**config.mk**
```make
export PLATFORM = sky130hd
export DESIGN_NAME = score_disp_mux
export DESIGN_NICKNAME = d
export VERILOG_FILES = /design/src/rtl/score_disp_pkg.sv /design/src/rtl/score_disp_mux_bcd_to_seg.sv /design/src/rtl/score_disp_mux.sv
export SDC_FILE = /design/constraint.sdc
export NUM_CORES = 1
export LEC_CHECK = 0
export CAP_MARGIN = 15
export CORE_MARGIN = 2
export CORE_UTILIZATION = 45
export CTS_CLUSTER_DIAMETER = 60
export DETAILED_ROUTE_END_ITERATION = 10
export PLACE_DENSITY_LB_ADDON = 0.1
export RECOVER_POWER = 100
export SKIP_LAST_GASP = 1
export SLEW_MARGIN = 10
export SYNTH_ARGS = -nofsm -noshare
export SYNTH_HDL_FRONTEND = slang
export SYNTH_SLANG_ARGS = --single-unit
```
**constraint.sdc**
```tcl
create_clock -name clk -period 2.65 [get_ports clk]
set_input_delay 0.795 -clock clk [delete_from_list [all_inputs] [get_ports clk]]
set_output_delay 0.795 -clock clk [all_outputs]
set_load 0.005 [all_outputs]
```
**src/rtl/score_disp_pkg.sv**
```systemverilog
// score_disp_pkg
//   Shared types and constants for the two-digit score display multiplexer.
//   Holds the scan FSM state type, the segment constants and the digit patterns.
//   The segment patterns are active-low and ordered {g,f,e,d,c,b,a}.
package score_disp_pkg;

  typedef enum logic {
    S_UNITS = 1'b0,
    S_TENS  = 1'b1
  } scan_state_e;

  localparam logic [6:0] SEG_OFF  = 7'h7F;
  localparam logic [6:0] SEG_DASH = 7'h3F;

  // Entry [n] holds the pattern for digit n. The first element of the
  // concatenation is entry 9.
  localparam logic [9:0][6:0] DIGIT_SEG = {
    7'h10,  // 9
    7'h00,  // 8
    7'h78,  // 7
    7'h02,  // 6
    7'h12,  // 5
    7'h19,  // 4
    7'h30,  // 3
    7'h24,  // 2
    7'h79,  // 1
    7'h40   // 0
  };

endpackage

```
**src/rtl/score_disp_mux_bcd_to_seg.sv**
```systemverilog
// bcd_to_seg
//   Combinational BCD to 7-segment decoder with active-low outputs.
//   Digits 0-9 map to the standard patterns. The codes 10-15 are not valid
//   BCD and show a dash, so a corrupted count is visible on the display.
// Ports
//   bcd : input  [3:0]  digit value
//   seg : output [6:0]  active-low segments {g,f,e,d,c,b,a}
module bcd_to_seg
  import score_disp_pkg::*;
(
  input  logic [3:0] bcd,
  output logic [6:0] seg
);

  always_comb begin
    seg = SEG_DASH;
    if (bcd <= 4'd9) begin
      seg = DIGIT_SEG[bcd];
    end
  end

endmodule

```
**src/rtl/score_disp_mux.sv**
```systemverilog
// score_disp_mux
//   Time-multiplexed driver for a two-digit, common-anode 7-segment score
//   display. A prescaler produces one tick every REFRESH_DIV cycles. On each
//   tick the scan FSM alternates between the tens slot and the units slot.
//   A frame is a tens slot followed by a units slot. The score is captured
//   in snap at the start of each frame, so one frame never shows digits
//   from two different scores.
//
// Parameters
//   REFRESH_DIV  : clock cycles per digit slot (minimum 2)
//   LZB          : 1 blanks the tens digit when it is 0
//   BLINK_FRAMES : frames of blink after a score change (blink build only)
// Build option
//   SCORE_BLINK_EN : when defined, a score change blinks the display. Every
//                    frame with an odd blink count is fully blank.
// Ports
//   clk       : input       clock; all state changes on its rising edge
//   reset     : input       asynchronous, active-low reset
//   dig0      : input  [3:0] units BCD digit
//   dig1      : input  [3:0] tens BCD digit
//   blank     : input       1 turns every digit off from the next edge
//   an        : output [1:0] active-low anodes, an[1]=tens, an[0]=units
//   seg       : output [6:0] active-low segments {g,f,e,d,c,b,a}
//   dbg_state : output      current scan FSM state
module score_disp_mux
  import score_disp_pkg::*;
#(
  parameter int REFRESH_DIV  = 50000,
  parameter int LZB          = 1,
  parameter int BLINK_FRAMES = 6
) (
  input  logic        clk,
  input  logic        reset,
  input  logic [3:0]  dig0,
  input  logic [3:0]  dig1,
  input  logic        blank,
  output logic [1:0]  an,
  output logic [6:0]  seg,
  output scan_state_e dbg_state
);

  localparam int CW = $clog2(REFRESH_DIV);

  logic [CW-1:0] presc;
  logic          tick;
  scan_state_e   state, state_nxt;
  logic [7:0]    snap;
  logic          entering_tens;
  logic [3:0]    next_digit;
  logic [6:0]    next_seg;
  logic          digit_blank;
  logic          frame_blank;
  logic [1:0]    an_nxt;
  logic [6:0]    seg_nxt;

  assign tick          = (presc == CW'(REFRESH_DIV - 1));
  assign entering_tens = tick && (state == S_UNITS);
  assign dbg_state     = state;

  // Prescaler
  always_ff @(posedge clk or negedge reset) begin
    if (!reset) begin
      presc <= '0;
    end else if (tick) begin
      presc <= '0;
    end else begin
      presc <= presc + 1'b1;
    end
  end

  // Scan FSM
  always_ff @(posedge clk or negedge reset) begin
    if (!reset) begin
      state <= S_UNITS;
    end else begin
      state <= state_nxt;
    end
  end

  always_comb begin
    state_nxt = state;
    if (tick) begin
      state_nxt = (state == S_UNITS) ? S_TENS : S_UNITS;
    end
  end

  // Score snapshot, taken at each frame boundary
  always_ff @(posedge clk or negedge reset) begin
    if (!reset) begin
      snap <= 8'h00;
    end else if (entering_tens) begin
      snap <= {dig1, dig0};
    end
  end

  // The digit for the slot about to start. Entering tens, snap is still
  // being loaded in this cycle, so the incoming dig1 is used directly. That
  // is the same value snap captures, so the frame stays consistent.
  always_comb begin
    next_digit  = snap[3:0];
    digit_blank = 1'b0;
    if (state == S_UNITS) begin
      next_digit  = dig1;
      digit_blank = (LZB != 0) && (dig1 == 4'd0);
    end
  end

  bcd_to_seg u_dec (
    .bcd (next_digit),
    .seg (next_seg)
  );

`ifdef SCORE_BLINK_EN
  localparam int BW = (BLINK_FRAMES < 1) ? 1 : $clog2(BLINK_FRAMES + 1);

  logic [BW-1:0] blink_cnt, blink_nxt;

  always_comb begin
    blink_nxt = blink_cnt;
    if (entering_tens) begin
      if ({dig1, dig0} != snap) begin
        blink_nxt = BW'(BLINK_FRAMES);
      end else if (blink_cnt != '0) begin
        blink_nxt = blink_cnt - 1'b1;
      end
    end
  end

  always_ff @(posedge clk or negedge reset) begin
    if (!reset) begin
      blink_cnt <= '0;
    end else begin
      blink_cnt <= blink_nxt;
    end
  end

  // The blink count of the frame being entered decides the tens slot. The
  // registered count, which is fixed for the whole frame, decides the units slot.
  assign frame_blank = entering_tens ? blink_nxt[0] : blink_cnt[0];
`else
  assign frame_blank = 1'b0;
`endif

  // Output registers. blank takes effect on any edge. Between ticks the
  // outputs hold, so a released blank stays dark until the next slot starts.
  always_comb begin
    an_nxt  = an;
    seg_nxt = seg;
    if (blank) begin
      an_nxt  = 2'b11;
      seg_nxt = SEG_OFF;
    end else if (tick) begin
      if (digit_blank || frame_blank) begin
        an_nxt  = 2'b11;
        seg_nxt = SEG_OFF;
      end else begin
        an_nxt  = (state == S_UNITS) ? 2'b01 : 2'b10;
        seg_nxt = next_seg;
      end
    end
  end

  always_ff @(posedge clk or negedge reset) begin
    if (!reset) begin
      an  <= 2'b11;
      seg <= SEG_OFF;
    end else begin
      an  <= an_nxt;
      seg <= seg_nxt;
    end
  end

endmodule

```
==> flow_metrics.py <==
metrics = {
    "min_path": {
        "hold_class": "reg2reg",
        "worstHoldStart": "presc[15]",
        "worstHoldPathCells": 1,
        "hold_end": "presc[15]",
    },
    "placement": {
        "place_inst": 207,
        "place.gp.congestion": 0.7564,
        "portBuffers": 20,
        "post-dp-hpwl_um": 2135,
    },
    "worst_setup_path": {
        "critical_path.top_delay_family": "buffers and inverters",
        "crit-reg2reg-capture": "seg[3]",
        "cpMaxStageDelayCell": "dlygate4sd3_1",
        "r2r_cells": 6,
        "end_kind": "primary output",
        "cp.required_ns": 1.86,
        "cp_cell_sequence": "dlygate4sd3_1",
        "cp.arrival_ns": 1.50,
        "worstReg2RegStart": "presc[0]",
        "crit_path_start_kind": "flop",
        "critPathMaxStageDelay_ns": 0.63,
        "crit_type": "reg2out",
        "critPathMaxFanout": 9,
        "reg2reg_slack_ns": 0.50,
        "path_buf_inv": 1,
    },
    "logic_synthesis": {
        "syn_inst": 143,
        "avgSynthCellArea_sq_um": 11.22,
        "ys_types": 33,
        "ys.warnings.count": 0,
        "syn-num-nets": 160,
        "synth-seq-cells": 30,
        "yosysSeqAreaShare_pct": 47.50,
        "syn_area_sq_um": 1604,
    },
    "global_routing": {
        "grt_use_total_pct": 16.58,
        "grt_pass1_vias": 1132,
        "antenna_found_initial": 0,
        "grt_max_degree": 31,
        "grt_pass1_wl_um": 5250,
        "grt_remaining_overflow": 0,
    },
    "layout": {
        "area_delta_synth_final_pct": 16.07,
        "utilization_pct": 54.93,
        "final_common_cell": "dfrtp_1",
        "layout_common_cells": "21 x dfrtp_1, 14 x nor2_1, 11 x nand2_1, 11 x clkdlybuf4s50_1, 9 x dlygate4sd3_1",
        "drive_above_1_share_pct": 15.48,
        "nets": 185,
        "antennaDiodeCount": 0,
        "instances_no_fill": 214,
    },
    "timing": {
        "drv_slew": 0,
        "slew_headroom_pct": 52.81,
        "setup_tns_ns": 0,
        "hold_slack_ns": 0.4771,
        "setup_viol": 0,
        "post-route-min-period_ns": 2.294,
        "finalHoldViolations": 0,
        "tightestPinTransition_ns": 0.7079,
        "grt_setup_unrepaired": "no",
        "worst_clock_skew_ns": 0.007719,
        "timing.fmax_mhz": 436.0,
        "fin_crit_sh_pct": 86.55,
    },
    "drt": {
        "vias": 1169,
        "vias_per_cell": 5.463,
        "drt_pass1_iterations": 4,
        "detail_route.wl_per_cell_um": 13.63,
        "first_iter_violations": 41,
        "remaining_drc_errors": 0,
        "wirelength_um": 2917,
        "postRouteAntennaNets": 0,
    },
    "floorplanning": {
        "fp.dieW_um": 63.71,
        "coreArea_sq_um": 3390,
        "dieArea_sq_um": 4058,
        "ios": 21,
        "start_util_pct": 47.32,
        "die_height_um": 63.71,
        "row_count": 21,
    },
    "clock_tree": {
        "cts-htree-levels": 2,
        "cts_resized": 0,
        "clk_latency_ns": 0.31,
        "cts_root_buf": "clkbuf_4",
        "cts.sinks": 30,
        "hold_buffers": 0,
        "postCtsSetupBuffers": 0,
        "clockBufferDepth": 2,
        "cts_buffers": 5,
        "cts_tree": "built",
        "clk_pin_slew_ns": 0.09,
    },
    "outcome": {
        "status": "completed",
    },
    "power_and_ir_drop": {
        "ir_worst_vdd_v": 0.0002542,
        "p_per_area_nw_per_um2": 407.5,
        "p_leak_uw": 0.0007729,
    },
    "flow_run": {
        "drv_cap": 0,
    },
}
## final cells by class
type	count	area [sq um]
clock inverter	2	10.01
clock buffer	5	37.54
tap	46	57.56
inverter	7	26.28
timing repair buffer	23	216.5
multi-input combinational	101	752.0
sequential	30	762.0
fill	299	1528
## sequential cells by signal (all words and copies together) (netlist names)
| name | flops |
|---|---|
| seg | 7 |
| snap | 4 |
| dbg_state | 1 |
| an | 2 |
| presc | 16 |
## power breakdown
part	switching, uW	internal, uW
logic	32.1	27.5
clock network	146	95.2
registers	0.000000000000163	458
## cells by family (layout without fill, tap and decap cells)
| family | after synthesis | after routing | synth area share (%) |
|---|---|---|---|
| xor+xnor | 12 | 12 | 6.552 |
| compound gates | 22 | 22 | 10.14 |
| fa+ha+maj | 6 | 6 | 4.680 |
| simple gates | 49 | 49 | 18.17 |
| flops | 30 | 30 | 47.50 |
| mux | 12 | 12 | 8.190 |
| buf+inv | 12 | 37 | 4.758 |
## worst max path at each step
stage | slack (ns) | cells past startpoint | to | startpoint
floorplan | 0.68 | 6 | seg[5] | dig1[0]
global placement | 0.14 | 8 | seg[3] | dig1[0]
detailed placement | 0.1 | 8 | seg[4] | dig1[0]
CTS | 0.33 | 1 | dbg_state | dbg_state
global route | 0.17 | 8 | seg[2] | dig1[0]
finish | 0.36 | 1 | dbg_state | dbg_state
## cells in the mapped netlist
cell type	count	area [sq um]
inv_1	7	26.28
dfstp_2	9	236.5
a2bb2oi_1	2	17.52
nand3_1	2	10.01
and3_1	4	25.02
xor2_1	6	52.55
o32a_1	5	50.05
a211o_1	1	8.760
nor3_1	3	15.01
o21bai_1	1	7.510
and2_1	1	6.260
o311a_1	1	10.01
nor2_4	1	11.26
nand2_1	11	41.29
xnor2_1	6	52.55
nand4_1	5	31.28
nor2_1	13	48.80
ha_1	6	75.07
o21ai_0	3	15.01
nand4_2	1	12.51
nor4b_4	1	23.77
a211o_2	1	10.01
nor4_1	1	6.260
mux2i_1	6	60.06
and4bb_2	2	25.02
a21oi_1	5	25.02
mux2_2	5	56.30
dfrtp_1	21	525.5
a31oi_1	3	18.77
mux2_4	1	15.01
buf_6	4	45.04
buf_2	1	5.000
and4_1	4	35.03
## per-layer routing
layer  track usage (%)  vias to the layer above  wire length, um
met5                 0                        -                0
met4             7.065                        0               25
met3             4.107                        4              145
met2             24.08                       31             1265
met1             23.45                      566             1480
li1                  -                      568                -
## through the flow
step | setup slack (ns) | area [sq um] | power (uW)
floorplan | 0.6804 | 1604 | 496.7
global placement | 0.1355 | 1834 | 526.4
detailed placement | 0.09536 | 1834 | 527.2
CTS | 0.3264 | 1882 | 776.9
global route | 0.1709 | 1862 | 799.5
finish | 0.3564 | 1862 | 758.7
No activity file was read; power rests on OpenSTA's default activity.
==> RTL change: new RTL, same settings <==
Add a define of `SCORE_BLINK_EN`.
--- a/src/rtl/score_disp_mux.sv
+++ b/src/rtl/score_disp_mux.sv
@@ -22,6 +22,8 @@
 //   an        : output [1:0] active-low anodes, an[1]=tens, an[0]=units
 //   seg       : output [6:0] active-low segments {g,f,e,d,c,b,a}
 //   dbg_state : output      current scan FSM state
+`define SCORE_BLINK_EN
+
 module score_disp_mux
   import score_disp_pkg::*;
 #(
Function: no difference found for any inputs over 10 cycles, from zero or initial values and one cycle with reset low; that may be too few to reach the edited logic, so the function may still have changed.
==> RTL change against the unedited design <==
Routed wire length is 34% higher. Sequential cell count is 7 higher. Area after synthesis is 20% higher. Clock skew hardly changed. Global-route usage is 1.4 points higher. Setup slack worse by 0.20 ns. Combinational power is 26% higher. Power is 39% higher. Final area is 26% higher.
==> RTL change: results (changes against the unedited design) <==
Nets@finish: 252 (+36%)
Multi-input combinational area share: 40.5% (+0.090 points)
Clk tree area frac: 4.00% (+1.4 points)
Number of non-clock inverters: 4 (-3)
Post-synth ARST share: 100% (unchanged)
M1 GR Usage: 24.0% (+0.57 points)
GRT Overall Usage: 18.0% (+1.4 points)
Syn Nets: 217 (+36%)
Comb_multi_in: 155 (+53%)
Clock Latency Late Sink: 0.29 ns (-0.02 ns)
DR iter-0 viols: 85 (+110%)
Root Buffer: clkbuf_8
Sequential area share after synthesis: 48.5% (+1.0 points)
Grt met3 use: 4.80% (+0.69 points)
Num CTS Buffers: 5 (unchanged)
Relative slew slack: 40.4% (-12 points)
Register-to-Register Path Depth: 5 (-1)
First-pass GRT wire length: 6.91 mm (+32%)
Leakage: 0.000951 uW (+23%)
Dpl hpwl: 2.88 mm (+35%)
Worst-path clk slew: 0.07 ns (-0.02 ns)
Fill count: 364 (+22%)
Synth unique cells: 35 (+6.1%)
Worst-path maximum fanout: 4 (-5)
Setup Skew: 0.00728 ns (-0.000434 ns)
# resized after CTS: 0 (unchanged)
Routability congestion estimate: 0.900 (+19%)
Met2 Wirelength: 1.69 mm (+33%)
Largest net degree at the start of global routing: 38 (+23%)
Layout cells sized above 1: 14.0% (-1.5 points)
Routed met3 length: 217 um (+50%)
Maximum vdd drop: 0.241 mV (-5.2%)
NonClk Buf Share: 12.3% (+0.64 points)
Vias in the first global route: 1503 (+33%)
Wire per inst: 13.7 um (+0.43%)
CP peak stage delay: 0.53 ns (-0.10 ns)
FF+latch count: 37 (+23%)
Status: finished, final reports clean
Pre-CTS WS: -0.115 ns (-0.210 ns)
Met1 WL: 1.93 mm (+31%)
Buffers excl. clock: 32 (+39%)
Clk_buf instances: 7 (+2)
Register area: 937 um^2 (+23%)
CP max stage cell: clkdlybuf4s50_1
Synth top cells by count: 44 x nand2_1, 28 x dfrtp_1, 22 x nor2_1
CTS HTree Levels: 2 (unchanged)
Met2 Track Usage GR: 27.2% (+3.2 points)
Postcts setup bufs: 0 (unchanged)
Avg Vias per Cell: 5.31 (-2.8%)
Top cell type's share of synthesized area: 36.3% (+3.5 points)
Arrival time at the worst endpoint: 2.70 ns (+1.20 ns)
Biggest regs: presc (16), snap (8), seg (7)
## RTL change: cells by family after synthesis
group                    Yosys count  synth area share, %
AND/OR/NAND/NOR                   96                 24.8
flip-flops                        37                 48.5
AO/OA/AOI/OAI                     25                 7.90
XOR/XNOR                          21                 9.52
buffers and inverters              8                 1.55
multiplexers                       7                 3.82
adder cells (fa/ha/maj)            6                 3.89
## RTL change: worst paths after layout
kind / from / endpoint / slack (ns)
setup / recovery: dig1[0] / seg[4]$_DFFE_PN1P_ / 0.16
hold / removal: presc[0]$_DFF_PN0_ / presc[0]$_DFF_PN0_ / 0.46
setup reg to reg: presc[11]$_DFF_PN0_ / seg[4]$_DFFE_PN1P_ / 0.23
hold reg to reg: presc[0]$_DFF_PN0_ / presc[0]$_DFF_PN0_ / 0.46
max in group asynchronous: reset / snap[1]$_DFFE_PN0N_ / 0.93
min in group asynchronous: reset / presc[7]$_DFF_PN0_ / 1.15
## RTL change: where the power goes
group | total [uW] | switching, uW | internal, uW
Clock | 411 | 200 | 211
Sequential | 565 | 0.149 | 565
Combinational | 75.0 | 39.7 | 35.3
## RTL change: stage by stage
stage | cells | setup TNS, ns | util [%] | area (um^2) | hold WS [ns]
2_1_floorplan | 200 | 0 | - | 1930 | 0.424
3_5_place_dp | 278 | -0.485 | 55.9 | 2270 | 0.453
6_report | 286 | 0 | 57.8 | 2350 | 0.464
5_1_grt | 286 | 0 | 57.8 | 2350 | 0.510
3_3_place_gp | 278 | -0.0965 | 55.9 | 2270 | 0.438
4_1_cts | 286 | 0 | 58.2 | 2360 | 0.463
## RTL change: worst register-to-register path: cells and delay by family (launching register included)
kind	cells	cell delay, ns
and+or+nand+nor	3	1.46
AOI/OAI and AO/OA	2	0.46
DFF	1	0.43
